### src/rtl/seg7_debug_display.sv
// Snapshots the processor's PC and write-back debug words and scans their low 16 bits
// onto an 8-digit common-anode seven-segment display (PC on digits 7..4, data on 3..0).
module seg7_debug_display #(
    parameter int unsigned REFRESH_DIV = 100000
) (
    input  logic        Clk,
    input  logic        Reset,
    input  logic [31:0] PCDisplay,
    input  logic [31:0] WriteDataDisplay,
    input  logic        Hold,
    output logic [7:0]  An,
    output logic [6:0]  Seg,
    output logic        Dp,
    output logic        Changed
);

    localparam int unsigned CntW = (REFRESH_DIV > 1) ? $clog2(REFRESH_DIV) : 1;
    localparam logic [CntW-1:0] CntMax = CntW'(REFRESH_DIV - 1);

    logic [63:0]     r_snap;
    logic            r_changed;
    logic [CntW-1:0] r_cnt;
    logic [2:0]      r_idx;
    logic [7:0]      r_an;
    logic [6:0]      r_seg;
    logic            r_dp;

    logic [63:0]     w_inputs;
    logic [3:0]      w_nibble;
    logic [6:0]      w_seg;

    assign w_inputs = {PCDisplay, WriteDataDisplay};

    // snap = {PC, WD}: digits 0..3 take WD[15:0], digits 4..7 take PC[15:0]
    always_comb begin
        w_nibble = 4'h0;
        unique case (r_idx)
            3'd0: w_nibble = r_snap[3:0];
            3'd1: w_nibble = r_snap[7:4];
            3'd2: w_nibble = r_snap[11:8];
            3'd3: w_nibble = r_snap[15:12];
            3'd4: w_nibble = r_snap[35:32];
            3'd5: w_nibble = r_snap[39:36];
            3'd6: w_nibble = r_snap[43:40];
            3'd7: w_nibble = r_snap[47:44];
            default: w_nibble = 4'h0;
        endcase
    end

    // Active-low segments, bit 6 = g ... bit 0 = a
    always_comb begin
        w_seg = 7'h7F;
        unique case (w_nibble)
            4'h0: w_seg = 7'h40;
            4'h1: w_seg = 7'h79;
            4'h2: w_seg = 7'h24;
            4'h3: w_seg = 7'h30;
            4'h4: w_seg = 7'h19;
            4'h5: w_seg = 7'h12;
            4'h6: w_seg = 7'h02;
            4'h7: w_seg = 7'h78;
            4'h8: w_seg = 7'h00;
            4'h9: w_seg = 7'h10;
            4'hA: w_seg = 7'h08;
            4'hB: w_seg = 7'h03;
            4'hC: w_seg = 7'h46;
            4'hD: w_seg = 7'h21;
            4'hE: w_seg = 7'h06;
            4'hF: w_seg = 7'h0E;
            default: w_seg = 7'h7F;
        endcase
    end

    always_ff @(posedge Clk) begin
        if (Reset) begin
            r_snap    <= '0;
            r_changed <= 1'b0;
            r_cnt     <= '0;
            r_idx     <= 3'd0;
            r_an      <= 8'hFF;
            r_seg     <= 7'h7F;
            r_dp      <= 1'b1;
        end else begin
            // Full 64-bit compare so upper-half-only changes still register
            if (!Hold && (w_inputs != r_snap)) begin
                r_snap    <= w_inputs;
                r_changed <= 1'b1;
            end else begin
                r_changed <= 1'b0;
            end

            if (r_cnt == CntMax) begin
                r_cnt <= '0;
                r_idx <= r_idx + 3'd1;
            end else begin
                r_cnt <= r_cnt + CntW'(1);
            end

            r_an  <= ~(8'd1 << r_idx);
            r_seg <= w_seg;
            r_dp  <= (r_idx != 3'd4);
        end
    end

    assign An      = r_an;
    assign Seg     = r_seg;
    assign Dp      = r_dp;
    assign Changed = r_changed;

endmodule

### config.mk
export PLATFORM = sky130hd
export DESIGN_NAME = seg7_debug_display
export DESIGN_NICKNAME = d
export VERILOG_FILES = /design/src/rtl/seg7_debug_display.sv
export SDC_FILE = /design/constraint.sdc
export NUM_CORES = 1
export LEC_CHECK = 0
export CORE_MARGIN = 2
export CORE_UTILIZATION = 35
export DETAILED_ROUTE_END_ITERATION = 16
export HOLD_SLACK_MARGIN = 0.02
export PLACE_DENSITY = 0.67
export SYNTH_ARGS = -nofsm -noshare
export SYNTH_HDL_FRONTEND = slang
export SYNTH_SLANG_ARGS = --single-unit
### constraint.sdc
create_clock -name Clk -period 7.8 [get_ports Clk]
set_input_delay 0.78 -clock Clk [delete_from_list [all_inputs] [get_ports Clk]]
set_output_delay 0.78 -clock Clk [all_outputs]
set_load 0.005 [all_outputs]
==> results of run 1 <==
-- layout make-up --
class                           count  share of cell area
Inverter                           14             0.00860
Multi-Input combinational cell    427               0.450
Sequential cell                   100               0.320
Timing Repair Buffer               85               0.135
Clock buffer                       10              0.0366
Clock inverter                      6              0.0138
Tap cell                          180              0.0360
-- routing by layer --
layer | GRT usage | up-vias | part of all wire
met4 | 0.0696 | 0 | 0.017
li1 | - | 2023 | -
met2 | 0.287 | 66 | 0.49
met5 | 0 | - | 0
met1 | 0.199 | 1869 | 0.46
met3 | 0.0247 | 11 | 0.036
-- critical path: stages, from the launching register on --
cell     delay (ns)
dfxtp_1        0.62
inv_1          0.23
ha_1           0.36
or4_4          0.57
or2_0          0.32
a41oi_1        0.55
inv_1          0.19
ha_1           0.36
mux2i_1        0.16
nor3_1         0.06
a41oi_1        0.20
-- flip-flops by register name, summed over array words and instances (netlist names) --
register and cells:
Changed 1, Seg 7, r_idx 3, An 8
r_cnt 17, r_snap 64
-- power by group through the flow --
stage               combinational, mW  sequential, mW  clock, mW
finish                          0.156           0.557      0.478
global route                    0.171           0.560      0.513
CTS                             0.158           0.557      0.490
detailed placement              0.157           0.569          0
global placement                0.153           0.568          0
floorplan                      0.0874           0.563          0
-- cell families after synthesis --
group / count (synthesis) / share of synthesized area
flip-flops: 100 / 0.399
AND/OR/NAND/NOR: 229 / 0.197
XOR/XNOR: 80 / 0.140
multiplexers: 73 / 0.147
buffers and inverters: 46 / 0.0402
adder cells (fa/ha/maj): 13 / 0.0325
AO/OA/AOI/OAI: 32 / 0.0444
-- per-stage QoR --
stage,cells,instance area [sq um]
after global routing,822,6260
after CTS,822,6260
final,822,6260
after floorplan,573,5010
after global placement,806,5940
after detailed placement,806,5940
-- cells in the final DEF, fill, tap and decap left out, types with 3 or more instances in the layout --
| cell type | synthesis | routed |
|---|---|---|
| clkinv_2 | 0 | 3 |
| xnor2_1 | 8 | 8 |
| nand2_1 | 146 | 146 |
| a21oi_1 | 6 | 6 |
| nor4_1 | 18 | 18 |
| dfxtp_1 | 100 | 100 |
| nand3_1 | 6 | 6 |
| ha_1 | 13 | 13 |
| mux2i_1 | 68 | 68 |
| nor3_1 | 4 | 4 |
| clkbuf_16 | 0 | 9 |
| a22oi_1 | 6 | 6 |
| mux2_2 | 5 | 5 |
| nand4_1 | 7 | 7 |
| nor2_1 | 36 | 35 |
| inv_1 | 13 | 13 |
| o21ai_0 | 5 | 5 |
| xor2_1 | 72 | 72 |
| clkdlybuf4s50_1 | 0 | 83 |
-- final timing paths --
path | slack, ns | startpoint | to | cells after the start
min reg2reg | 0.45 | r_cnt[0] | r_cnt[0] | 1
max reg2reg | 4.10 | r_idx[2] | Seg[3] | 10
min | 0.45 | r_cnt[0] | r_cnt[0] | 1
max | 4.10 | r_idx[2] | Seg[3] | 10
==> impl_metrics.yaml, run 1 <==
setup_path:
  cp-end-kind: "register"
  critPathKind: "reg2reg"
  worstSetupStartpointType: "register"
  cp.arrival_ns: 3.97
  critPathMaxFanout: 13
  crit_required_ns: 8.07
clock_tree:
  numCtsBuffers: 9
  clock_latency_ns: 0.35
  post_cts_buffers: 0
  tritoncts: "done"
  path_clk_slew_ns: 0.06
  cts_hold_buf: 0
  htreeDepth: 3
  clkSinkCount: 100
  cts_resized: 0
  cts-root-buf: "clkbuf_16"
  clockBufferDepth: 2
cells_and_area:
  area_growth_pct: 24.9
  fillCellCount: 1326
  seqCellArea_sq_um: 2000
  fin_nets: 717
  multi_input_area_sq_um: 2820
  drive_gt1_frac: 0.0452
  fin_util: 0.449
  diodes: 0
global_routing:
  antenna_found_initial: 0
  grt_pass1_wl_mm: 19.0
  grt-ovfl-total: 0
  grt_max_degree: 131
  grtUsageTotal: 0.164
  grt_pass1_vias: 3988
timing:
  skew_ns: 0.0115
  relSlewSlack: 0.205
  hold_viol: 0
  whs_ns: 0.451
  tns_ns: 0
  period_share: 0.474
  final_max_slew_viol_count: 0
  rsz0062_at_grt: "no"
  setup_violations: 0
  setup_slack_ns: 4.10
  finalCriticalPeriod_ns: 3.70
  tightestPinTransition_ns: 1.19
  max_freq_ghz: 0.270
place:
  port_buffers: 83
  dp_hpwl_mm: 8.86
  place_ws_ns: 4.00
  gp_congestion: 0.848
floorplan:
  die_area_sq_um: 15300
  num_io_pins: 84
  start_util: 0.360
  fp.dieH_um: 124
  core_area_sq_um: 13900
  chipWidth_um: 124
  num_rows: 43
yosys:
  synth_edf_count: 0
  synth_top_area_share: 0.399
  syn_avg_cell_area_sq_um: 8.75
  ys.flop_type: "dfxtp_1"
  yosysMostFrequentCell: "nand2_1"
  synthTopCellsByCount: "nand2_1 (146), dfxtp_1 (100), xor2_1 (72), mux2i_1 (68), nor2_1 (36)"
  syn_nets: 653
  netlist_instances: 573
  ys_async_sr_fraction: 0
  synthTopCellsByArea: "dfxtp_1 (40%), mux2i_1 (14%), xor2_1 (13%)"
  ys_seq_area_frac: 0.399
  synth.largest_area_cell: "dfxtp_1"
  ys_warn_count: 0
  synth_area_sq_um: 5010
  synth_cell_types: 42
  ys_ff_latch: 100
routing:
  vias_per_cell: 4.83
  wire_per_inst_um: 14.4
  postRouteAntennaNets: 0
  dr.pass1.iters: 4
  post-route-drc-count: 0
  drt_first_iter_violations: 293
  route.final.wire_length_mm: 11.9
  vias: 3969
pwr:
  p_leak_nw: 2.62
  pwr-share-seq: 0.468
  ir_drop_mv: 0.118
  power_mw: 1.19
  combPwrFrac: 0.131
  p_clk_frac: 0.401
  p_sw_frac: 0.245
  p_per_area_nw_per_um2: 190
  switchingPower_uw: 292
  p_int_uw: 899
run:
  cap_violations: 0
worst_hold_path:
  hp-class: "reg2reg"
status:
  status: "finished, final reports clean"
Power figures use the tool's default switching activity.
==> run 2: changes to the inputs <==
clock period = 3.5 ns   (was 7.8 ns; I/O delays follow)
==> impl_metrics.yaml, run 2 (same netlist as run 1, synthesis figures left out) <==
floorplan:
  core_area_sq_um: 13900
  die_area_sq_um: 15300
  chipWidth_um: 124
  num_io_pins: 84
  num_rows: 43
  fp.dieH_um: 124
  start_util: 0.360
setup_path:
  critPathKind: "reg2reg"
  crit_required_ns: 3.73
  worstReg2RegEnd: "Seg[1]"
  rrSetupSlack_ns: 0.30
  worstSetupStartpointType: "register"
  ff2ff_path_depth: 8
  cp-end-kind: "register"
  r2r-start: "r_idx[0]"
  critPathMaxFanout: 6
  cp.arrival_ns: 3.42
worst_hold_path:
  hold_depth: 1
  min_delay_worst_endpoint: "r_cnt[0]"
  hp-class: "reg2reg"
  hold_path.startpoint: "r_cnt[0]"
clock_tree:
  clkSinkCount: 100
  cts_hold_buf: 0
  path_clk_slew_ns: 0.06
  post_cts_buffers: 0
  cts-root-buf: "clkbuf_16"
  clockBufferDepth: 2
  clock_latency_ns: 0.35
  cts_resized: 0
  htreeDepth: 3
  numCtsBuffers: 9
  tritoncts: "done"
pwr:
  p_leak_nw: 2.63
  ir_drop_mv: 0.238
  p_per_area_nw_per_um2: 406
status:
  status: "finished, final reports clean"
routing:
  postRouteAntennaNets: 0
  wire_per_inst_um: 14.5
  route.final.wire_length_mm: 12.0
  dr.pass1.iters: 5
  vias: 4025
  drt_first_iter_violations: 255
  post-route-drc-count: 0
  vias_per_cell: 4.87
timing:
  setup_slack_ns: 0.304
  setup_violations: 0
  max_freq_ghz: 0.313
  relSlewSlack: 0.190
  final_max_slew_viol_count: 0
  tns_ns: 0
  rsz0062_at_grt: "no"
  finalCriticalPeriod_ns: 3.20
  tightestPinTransition_ns: 1.21
  period_share: 0.913
  hold_viol: 0
  skew_ns: 0.00962
  whs_ns: 0.447
cells_and_area:
  seqCellArea_sq_um: 2000
  fillCellCount: 1322
  mostFrequentLayoutCells: "nand2_1 (146), dfxtp_1 (100), clkdlybuf4s50_1 (83)"
  fin_util: 0.450
  drive_gt1_frac: 0.0480
  fin_nets: 721
  area_growth_pct: 25.1
  multi_input_area_sq_um: 2820
  largest_register_ffs: 64
  regMostFlops: "r_snap"
  final_common_cell: "nand2_1"
  diodes: 0
global_routing:
  grt_max_degree: 131
  grtUsageTotal: 0.163
  antenna_found_initial: 0
  grt-ovfl-total: 0
  grt_pass1_vias: 3999
  grt_pass1_wl_mm: 19.3
place:
  port_buffers: 83
  place_ws_ns: 0.327
  dp_hpwl_mm: 8.91
  gp_congestion: 0.847
run:
  cap_violations: 0
==> run 2: cell count changes in the layout (fill, tap and decap cells not counted) <==
cell and change:
clkinv_2 -1, buf_4 +3, clkbuf_1 +2, bufinv_16 -2, buf_12 +1, clkinvlp_4 -1, clkbuf_8 +3, inv_6 -1
==> run 2: final cells by class <==
| class | instances | area share |
|---|---|---|
| repair buffers | 89 | 0.142 |
| clock inverters | 1 | 0.000798 |
| flip-flops and latches | 100 | 0.319 |
| clock buffers | 15 | 0.0443 |
| well taps | 180 | 0.0359 |
| multi-input cells | 427 | 0.449 |
| inverters | 14 | 0.00858 |
==> run 2: report_power, final <==
| part | internal [mW] | switching, mW |
|---|---|---|
| Clock | 0.540 | 0.408 |
| Combinational | 0.184 | 0.165 |
| Sequential | 1.20 | 0.0481 |
| Total | 1.92 | 0.621 |
==> run 2: how the worst max path moves through the flow <==
stage | startpoint | endpoint | slack (ns) | cells past startpoint
2_1_floorplan | r_idx[2] | Seg[1] | 0.33 | 10
3_3_place_gp | r_idx[0] | Seg[3] | 0.53 | 10
3_5_place_dp | r_idx[0] | Seg[1] | 0.33 | 8
4_1_cts | r_idx[0] | Seg[1] | 0.31 | 8
5_1_grt | r_idx[0] | Seg[3] | 0.05 | 10
6_report | r_idx[0] | Seg[1] | 0.30 | 8
==> run 2: through the flow <==
stage               cells  power (mW)  area [sq um]
floorplan             573        1.45          5010
global placement      810        1.61          5990
CTS                   826        2.57          6270
finish                826        2.54          6270
global route          826        2.65          6270
detailed placement    810        1.62          5990
==> run 2: per-layer routing <==
layer | GRT usage | vias up | share of wire
met3 | 0.0408 | 18 | 0.046
met5 | 0 | - | 0
met2 | 0.279 | 85 | 0.49
met1 | 0.201 | 1886 | 0.45
li1 | - | 2036 | -
met4 | 0.0540 | 0 | 0.018
==> run 2: critical path, cell delays in order (launching register included) <==
cell,delay (ns)
dfxtp_1,0.35
ha_1,0.24
ha_1,0.27
or4_4,0.57
or2_0,0.31
a41oi_1,0.47
inv_1,0.18
ha_1,0.36
a221o_1,0.33
